--- config.mk ---
export PLATFORM = sky130hd
export DESIGN_NAME = mem_stage_skid
export DESIGN_NICKNAME = d
export VERILOG_FILES = /design/src/rtl/mem_stage_skid.sv
export SDC_FILE = /design/constraint.sdc
export NUM_CORES = 1
export LEC_CHECK = 0
export CELL_PAD_IN_SITES_DETAIL_PLACEMENT = 0
export CELL_PAD_IN_SITES_GLOBAL_PLACEMENT = 2
export CORE_ASPECT_RATIO = 1.25
export CORE_MARGIN = 4
export CORE_UTILIZATION = 32
export DETAILED_ROUTE_END_ITERATION = 6
export GPL_ROUTABILITY_DRIVEN = 0
export PLACE_DENSITY_LB_ADDON = 0.12
export SLEW_MARGIN = 20
export SYNTH_ARGS = -nofsm -noshare
export SYNTH_HDL_FRONTEND = slang
export SYNTH_SLANG_ARGS = --single-unit
--- constraint.sdc ---
create_clock -name clock -period 4.35 [get_ports clock]
set_input_delay 0.6525 -clock clock [delete_from_list [all_inputs] [get_ports clock]]
set_output_delay 0.6525 -clock clock [all_outputs]
set_load 0.1 [all_outputs]
--- src/rtl/mem_stage_skid.sv ---
// EX->MEM pipeline stage register with a two-entry skid buffer.
// The head (main) register drives the memory stage; the skid register
// catches the one entry that can arrive while the head is back-pressured.
// Because in_ready is registered, out_ready never reaches in_ready
// combinationally. Also provides flush, forwarding taps and a saturating
// back-pressure counter.
module mem_stage_skid #(
   parameter int DATA_W = 32,
   parameter int BE_W   = DATA_W / 8,
   parameter int REG_W  = 5,
   parameter int OPC_W  = 6,
   parameter int CNT_W  = 16
) (
   input  logic              clock,
   input  logic              reset,
   input  logic              flush,
   input  logic              in_valid,
   output logic              in_ready,
   input  logic [REG_W-1:0]  in_write_reg,
   input  logic [DATA_W-1:0] in_write_data,
   input  logic [BE_W-1:0]   in_byteenable,
   input  logic [OPC_W-1:0]  in_opcode,
   output logic              out_valid,
   input  logic              out_ready,
   output logic [REG_W-1:0]  out_write_reg,
   output logic [DATA_W-1:0] out_write_data,
   output logic [BE_W-1:0]   out_byteenable,
   output logic [OPC_W-1:0]  out_opcode,
   output logic              fwd_valid,
   output logic [REG_W-1:0]  fwd_reg,
   output logic [DATA_W-1:0] fwd_data,
   output logic [CNT_W-1:0]  stall_count
);

   typedef struct packed {
      logic [REG_W-1:0]  write_reg;
      logic [DATA_W-1:0] write_data;
      logic [BE_W-1:0]   byteenable;
      logic [OPC_W-1:0]  opcode;
   } entry_t;

   // EMPTY: nothing held; BUSY: head only; FULL: head and skid.
   typedef enum logic [1:0] {
      ST_EMPTY = 2'd0,
      ST_BUSY  = 2'd1,
      ST_FULL  = 2'd2
   } state_t;

   state_t           state_q;
   state_t           state_nxt;
   logic             in_ready_q;
   entry_t           main_q;
   entry_t           skid_q;
   entry_t           in_entry;
   logic             main_valid;
   logic             push;
   logic             pop;
   logic             load_main_in;
   logic             load_main_skid;
   logic             load_skid;
   logic [CNT_W-1:0] stall_q;

   assign in_entry   = '{write_reg:  in_write_reg,
                         write_data: in_write_data,
                         byteenable: in_byteenable,
                         opcode:     in_opcode};
   assign main_valid = (state_q != ST_EMPTY);
   assign push       = in_valid & in_ready_q;
   assign pop        = main_valid & out_ready;
   assign in_ready   = in_ready_q;

   // State register plus the registered ready, derived from the next state
   // so that it depends only on what the stage will hold after this edge.
   always_ff @(posedge clock or negedge reset) begin
      if (!reset) begin
         state_q    <= ST_EMPTY;
         in_ready_q <= 1'b1;
      end else begin
         // NOTE: sequential state always uses <= so every flop samples the
         // pre-edge values; blocking here would create order-dependent races.
         state_q    <= state_nxt;
         in_ready_q <= (state_nxt != ST_FULL);
      end
   end

   // Next-state and payload-load decisions; flush overrides everything.
   always_comb begin
      // NOTE: every signal gets a default before the case so no path leaves
      // it unassigned, which would otherwise infer a latch.
      state_nxt      = state_q;
      load_main_in   = 1'b0;
      load_main_skid = 1'b0;
      load_skid      = 1'b0;
      if (flush) begin
         state_nxt = ST_EMPTY;
      end else begin
         case (state_q)
            ST_EMPTY: begin
               if (push) begin
                  state_nxt    = ST_BUSY;
                  load_main_in = 1'b1;
               end
            end
            ST_BUSY: begin
               if (push && !pop) begin
                  state_nxt = ST_FULL;
                  load_skid = 1'b1;
               end else if (push && pop) begin
                  load_main_in = 1'b1;
               end else if (pop) begin
                  state_nxt = ST_EMPTY;
               end
            end
            ST_FULL: begin
               if (pop) begin
                  state_nxt      = ST_BUSY;
                  load_main_skid = 1'b1;
               end
            end
            default: state_nxt = ST_EMPTY;
         endcase
      end
   end

   // Payload registers; they keep their contents across a flush.
   always_ff @(posedge clock or negedge reset) begin
      if (!reset) begin
         // NOTE: the payload is reset explicitly so that a freshly reset stage
         // holds known zeros rather than X, even though valid bits gate it.
         main_q <= '0;
         skid_q <= '0;
      end else begin
         if (load_main_in) begin
            main_q <= in_entry;
         end else if (load_main_skid) begin
            main_q <= skid_q;
         end
         if (load_skid) begin
            skid_q <= in_entry;
         end
      end
   end

   // Back-pressure counter: counts stalled head cycles, sticks at all-ones.
   always_ff @(posedge clock or negedge reset) begin
      if (!reset) begin
         stall_q <= '0;
      end else if (main_valid && !out_ready && (stall_q != '1)) begin
         stall_q <= stall_q + CNT_W'(1);
      end
   end

   assign stall_count = stall_q;

   // Output decode: head payload gated to a zero bubble when invalid, and
   // forwarding only for entries that really write a non-zero register.
   always_comb begin
      out_valid      = main_valid;
      out_write_reg  = '0;
      out_write_data = '0;
      out_byteenable = '0;
      out_opcode     = '0;
      fwd_valid      = 1'b0;
      fwd_reg        = '0;
      fwd_data       = '0;
      if (main_valid) begin
         out_write_reg  = main_q.write_reg;
         out_write_data = main_q.write_data;
         out_byteenable = main_q.byteenable;
         out_opcode     = main_q.opcode;
         if ((main_q.write_reg != '0) && (main_q.byteenable != '0)) begin
            fwd_valid = 1'b1;
            fwd_reg   = main_q.write_reg;
            fwd_data  = main_q.write_data;
         end
      end
   end

endmodule

==> results of run 1 <==
## routing by layer
layer | vias up | GRT usage, % | share of wire (%)
met1 | 1982 | 17.7 | 44
met2 | 123 | 23.5 | 49
met4 | 4 | 5.01 | 0.91
met3 | 14 | 5.11 | 5.7
li1 | 1948 | - | -
met5 | - | 0 | 0.19
## cell type report
cell class                      count  area, um2  area share (%)
Clock buffer                       21        450            5.93
Clock inverter                     11       90.1            1.19
Inverter                            3       11.3           0.148
Multi-Input combinational cell    340       2430            32.0
Sequential cell                   113       2830            37.2
Tap cell                          220        275            3.62
Timing Repair Buffer              159       1510            19.8
## layout by cell type (no fill, tap or decap), types with 2 or more instances in the layout
| master | n |
|---|---|
| a21oi_1 | 48 |
| and2_1 | 37 |
| and3_1 | 3 |
| and3b_1 | 2 |
| and4_1 | 3 |
| buf_4 | 38 |
| clkbuf_1 | 3 |
| clkbuf_16 | 17 |
| clkdlybuf4s50_1 | 120 |
| clkinv_2 | 6 |
| clkinvlp_4 | 4 |
| dfrtp_1 | 112 |
| inv_1 | 3 |
| mux2_2 | 50 |
| mux2i_1 | 49 |
| nand2_1 | 8 |
| nand3_1 | 9 |
| nand3b_1 | 2 |
| nor2_1 | 53 |
| nor2b_1 | 48 |
| nor4_2 | 2 |
| xnor2_1 | 7 |
| xor2_1 | 6 |
## power groups by stage
stage	Clock, uW	Combinational (uW)	Sequential, uW
after floorplan	0	1180	1580
after global placement	0	1690	1460
after detailed placement	0	1710	1480
after CTS	1310	1710	1460
after global routing	1370	1770	1490
final	1270	1690	1460
## worst min path at each step
stage / end / startpoint / slack, ps / cells past startpoint
floorplan: main_q[0]$_DFFE_PN0P_ / reset / 360 / 0
global placement: stall_count[11]$_DFFE_PN0P_ / stall_count[11]$_DFFE_PN0P_ / 480 / 1
detailed placement: skid_q[19]$_DFFE_PN0P_ / skid_q[19]$_DFFE_PN0P_ / 500 / 1
CTS: main_q[36]$_DFFE_PN0P_ / reset / 370 / 1
global route: main_q[36]$_DFFE_PN0P_ / reset / 400 / 1
finish: main_q[36]$_DFFE_PN0P_ / reset / 340 / 1
## worst register-to-register path: cells and delay by family, from the launching register on
| family | cells | cell delay (ps) |
|---|---|---|
| buffers and inverters | 1 | 430 |
| and+or+nand+nor | 2 | 840 |
| muxes | 1 | 310 |
| DFF | 1 | 470 |
## cell families after synthesis
logic type               count (synthesis)  share of synthesized area [%]
buffers and inverters                   34                           3.83
multiplexers                            99                           19.3
XOR/XNOR                                13                           2.09
AO/OA/AOI/OAI                           52                           5.02
AND/OR/NAND/NOR                        175                           17.7
adder cells (fa/ha/maj)                  1                          0.229
flip-flops                             113                           51.9
## state kept, by name, summed over array words and instances, names as in the netlist
register / cells
main_q: 47
skid_q: 47
state_q: 2
in_ready: 1
stall_count: 16
## stage by stage
| stage | total power (uW) | area (um2) | hold WS [ps] | std cells | setup WS [ps] |
|---|---|---|---|---|---|
| floorplan | 2760 | 5460 | 357 | 487 | 1440 |
| global route | 4630 | 7590 | 403 | 867 | 624 |
| global placement | 3150 | 7050 | 483 | 835 | 1280 |
| finish | 4420 | 7590 | 337 | 867 | 857 |
| CTS | 4490 | 7590 | 368 | 867 | 752 |
| detailed placement | 3190 | 7050 | 496 | 835 | 1160 |
==> results.tsv, run 1 <==
metric	value	unit
post-route minimum period	3490	ps
Final ANT Viol Nets	0	
layout cells sized above 1	19.2	%
Die Wd	125	um
cts bufs inserted	17	
Gate power share	38.3	%
synth-to-layout area growth	39.2	%
RSZ-0062 raised after global routing	no	
I/O Pins	155	
flops & latches, synth	113	
Clk pwr share	28.7	%
outcome	completed	
Synth area leader	dfrtp_1	
final core occ	45.3	%
pin count of the biggest net entering global routing	95	
syn nets	540	
H-tree depth	4	
GR Util All Layers	14.4	%
first-pass GRT wire length	21900	um
Worst setup startpoint	state_q[1]$_DFF_PN0_	
# rows	53	
Syn Inst Count	487	
gr ovfl total	0	
Critical Path Stages	4	
launch point of the worst reg-to-reg path	state_q[1]$_DFF_PN0_	
Slowest cell on crit path	clkdlybuf4s50_1	
antenna cells	0	
setup bufs post-CTS	0	
die height	154	um
Synth Warn #	0	
clock sink count	113	
root buffer cell	clkbuf_16	
Max-Cap Viols	0	
Final Hold Fails	0	
CTS Hold Bufs	0	
fin nets	687	
switching power total	1850	uW
worst-path cell chain	nor2_4 -> nor2_1 -> and2_1 -> clkdlybuf4s50_1	
fin crit share	80.3	%
DR vias	4071	
Area contributors post-synth	dfrtp_1 (51%), mux2_2 (10%), mux2i_1 (9.0%)	
worst hold path class	in -> async	
Worst Path Arrival	2840	ps
Async SR Flop Fraction	100	%
sequential cell area fraction in the yosys report	51.9	%
Top FF cell, synth	dfrtp_1	
Longest Clk Path Bufs	2	
max-slew violations	0	
Int Power	2570	uW
Synth top area share	51.4	%
Slew HR	28.1	%
core footprint	16800	um2
Peak Freq	0.286	GHz
sequential share of power	33.0	%
Detailed Routing Iterations Pass 1	4	
number of synthesized flops with an enable pin	0	
FF-to-FF End	skid_q[33]$_DFFE_PN0P_	
Initial Util	32.5	%
Crit. End Element	output port	
drt wl/cell	15.9	um
Residual DRC	0	
PwrDens	582	nW/um2
WP data required	3700	ps
synth unique cells	33	
hpwl dp	9140	um
kind of cell adding the most delay to the critical path	simple AND/OR/NAND/NOR gates	
CP Launch Type	register	
final WL	13800	um
Static Leak	0.00314	uW
filler cell count	1592	
R2R depth	4	
mapped cell area	5460	um2
Synth top cells by count	dfrtp_1 (112), nor2_1 (54), mux2_2 (50)	
Resize count post-CTS	0	
First DRT Iteration DRCs	103	
Post-Route Setup TNS	0	ps
clock slew at reported path FFs	50	ps
Clock Latency Late Sink	400	ps
Via-to-Cell Ratio	4.70	
initial antenna violation count	2	
Switching Share	41.8	%
CTS tree	built	
# port buffers	154	
syn_area_per_cell	11.2	um2
Worst Setup EP	fwd_reg[0]	
slowest stage delay, CP	960	ps
vias in the first global route	4116	
Worst R2R Setup Slack	2180	ps
dominant cell by count in the synthesized netlist	dfrtp_1	
Final Setup Violations	0	
die area	19200	um2
Max IR drop VDD	0.244	mV
Least-Margin Pin Slew	1080	ps
Worst Path Buf+Inv	1	
CP Max Fanout	23	
Crit Path Class	reg -> out	
clock skew	7.56	ps
Power figures use the tool's default switching activity.
==> run 2, diff against run 1 <==
--- a/config.mk
+++ b/config.mk
@@ -9,7 +9,7 @@
 export CELL_PAD_IN_SITES_GLOBAL_PLACEMENT = 2
 export CORE_ASPECT_RATIO = 1.25
 export CORE_MARGIN = 4
-export CORE_UTILIZATION = 32
+export CORE_UTILIZATION = 27
 export DETAILED_ROUTE_END_ITERATION = 6
 export GPL_ROUTABILITY_DRIVEN = 0
 export PLACE_DENSITY_LB_ADDON = 0.12
==> constraint.sdc (replaced) <==
create_clock -name clock -period 3.1 [get_ports clock]
set_input_delay 0.465 -clock clock [delete_from_list [all_inputs] [get_ports clock]]
set_output_delay 0.465 -clock clock [all_outputs]
set_load 0.1 [all_outputs]
==> run 2 against run 1 <==
Net effect:
- clock skew up 1.3 ps
- register-to-register slack worse by 1100 ps
- design area up 6.0%
- clock-buffer cell count up 1
- setup slack worse by 500 ps
- largest power group unchanged
- final cell count up 5.5%
- first-iteration DRC count up 2.9%
- die area up 17%
- hold slack worse by 250 ps
- sequential power up 40%
- global-route usage down 1.2 points
- critical path type unchanged
==> results.tsv, run 2 (same netlist as run 1, synthesis figures left out) <==
metric	value	unit	change
fin nets	690		+0.44%
GR Util All Layers	13.2	%	-1.2 points
Final ANT Viol Nets	0		unchanged
Residual DRC	0		unchanged
Worst Setup EP	fwd_data[12]		
CTS tree	built		
Static Leak	0.00345	uW	+9.8%
first-pass GRT wire length	23300	um	+6.5%
Initial Util	27.7	%	-4.8 points
Peak Freq	0.364	GHz	
die area	22600	um2	+17%
I/O Pins	155		unchanged
Crit Path Class	reg -> out		
hpwl dp	9980	um	+9.2%
layout cells sized above 1	30.6	%	+11 points
Via-to-Cell Ratio	4.38		-6.8%
CP Launch Type	register		
Resize count post-CTS	0		unchanged
DP Area	7410	um2	+5.0%
post-route setup slack	354	ps	-502 ps
Detailed Routing Iterations Pass 1	4		unchanged
Least-Margin Pin Slew	1000	ps	-76.1 ps
synth-to-layout area growth	47.5	%	
drt wl/cell	15.8	um	-0.49%
CP Max Fanout	27		+17%
most common cell after layout, fill and taps aside	dfrtp_1		
launch point of the worst reg-to-reg path	in_ready$_DFF_PN1_		
clock sink count	113		unchanged
commonest cells after routing, fill and taps aside	dfrtp_1 (112), buf_4 (75), nor2_1 (53), mux2_2 (50), clkdlybuf4s50_1 (50)		
final core occ	40.9	%	-4.4 points
setup bufs post-CTS	0		unchanged
WP data required	2630	ps	-1070 ps
final WL	14500	um	+5.0%
slowest stage delay, CP	550	ps	-410 ps
pin count of the biggest net entering global routing	95		unchanged
Slew HR	33.1	%	+5.1 points
CTS Hold Bufs	0		unchanged
Worst setup startpoint	main_q[42]$_DFFE_PN0P_		
Critical Path Stages	5		+1
Longest Clk Path Bufs	2		unchanged
core footprint	19700	um2	+17%
total power draw	6670	uW	+51%
# rows	57		+7.5%
fin crit share	88.6	%	
gr ovfl total	0		unchanged
kind of cell adding the most delay to the critical path	simple AND/OR/NAND/NOR gates		
worst hold path class	in -> async		
cts bufs inserted	17		unchanged
clock slew at reported path FFs	50	ps	about the same
Worst Path Buf+Inv	2		+1
fin area	8050	um2	+6.0%
Post-Route Setup TNS	0	ps	unchanged
post-route minimum period	2750	ps	
RSZ-0062 raised after global routing	no		
vias in the first global route	4277		+3.9%
Final Setup Violations	0		unchanged
Worst Path Arrival	2280	ps	-560 ps
Max IR drop VDD	0.623	mV	+150%
initial antenna violation count	0		-2
Max-Cap Viols	0		unchanged
First DRT Iteration DRCs	106		+2.9%
Die Wd	135	um	+8.3%
worst-path cell chain	or4_1 -> o21a_1 -> buf_12 -> and2_1 -> buf_12		
Slowest cell on crit path	or4_1		
max-slew violations	0		unchanged
Clock Latency Late Sink	410	ps	about the same
PwrDens	828	nW/um2	+42%
die height	167	um	+8.4%
DR vias	4006		-1.6%
Place WS	610	ps	-547 ps
FF-to-FF End	main_q[34]$_DFFE_PN0P_		
root buffer cell	clkbuf_16		
R2R depth	4		unchanged
H-tree depth	4		unchanged
Crit. End Element	output port		
outcome	completed		
Final Hold Fails	0		unchanged
most frequent CP cell	buf_12		
# port buffers	154		unchanged
clock skew	8.85	ps	+1.29 ps
Worst R2R Setup Slack	1070	ps	-1110 ps
antenna cells	0		unchanged
-- run 2: cell types whose count changed in the layout (fill, tap and decap cells not counted), sizes merged --
cell and delta:
clkinv -2, clkbuf +1, buf +73, clkdlybuf4s50 -70, bufinv +3, clkinvlp -2
-- run 2: metrics by stage --
step,instances,hold WS (ps)
2_1_floorplan,487,169
3_3_place_gp,883,487
3_5_place_dp,883,494
4_1_cts,915,116
5_1_grt,915,142
6_report,915,86.5
-- run 2: worst min path at each step --
stage / end / slack [ps] / cells past startpoint
final: skid_q[38]$_DFFE_PN0P_ / 90 / 1
after global routing: skid_q[38]$_DFFE_PN0P_ / 140 / 1
after CTS: skid_q[38]$_DFFE_PN0P_ / 120 / 1
after floorplan: main_q[0]$_DFFE_PN0P_ / 170 / 0
after global placement: skid_q[46]$_DFFE_PN0P_ / 490 / 1
after detailed placement: skid_q[28]$_DFFE_PN0P_ / 490 / 1
-- run 2: routing by layer --
layer / vias up / global-route usage (%) / part of all wire (%)
met3: 15 / 4.16 / 6.0
met2: 102 / 22.6 / 51
met4: 0 / 4.21 / 1.2
met1: 1932 / 15.6 / 41
li1: 1957 / - / -
met5: - / 0 / 0
-- run 2: area by class of cell --
cell class,count,area [um2]
fillers,1981,11600
multi-input cells,340,2430
clock inverters,10,155
repair buffers,162,1800
inverters,3,11.3
clock buffers,22,484
well taps,265,332
flip-flops and latches,113,2830
-- run 2: where the power goes --
part | internal [uW] | switching (uW)
sequential | 1820 | 221
combinational | 792 | 1740
clock | 1420 | 664
total | 4040 | 2630
==> run 3, diff against run 2 <==
--- a/config.mk
+++ b/config.mk
@@ -13,7 +13,7 @@
 export DETAILED_ROUTE_END_ITERATION = 6
 export GPL_ROUTABILITY_DRIVEN = 0
 export PLACE_DENSITY_LB_ADDON = 0.12
-export SLEW_MARGIN = 20
+export SKIP_LAST_GASP = 1
 export SYNTH_ARGS = -nofsm -noshare
 export SYNTH_HDL_FRONTEND = slang
 export SYNTH_SLANG_ARGS = --single-unit
==> results of run 3 <==
The final DEF is identical to that of run 2; final timing and power are the same.
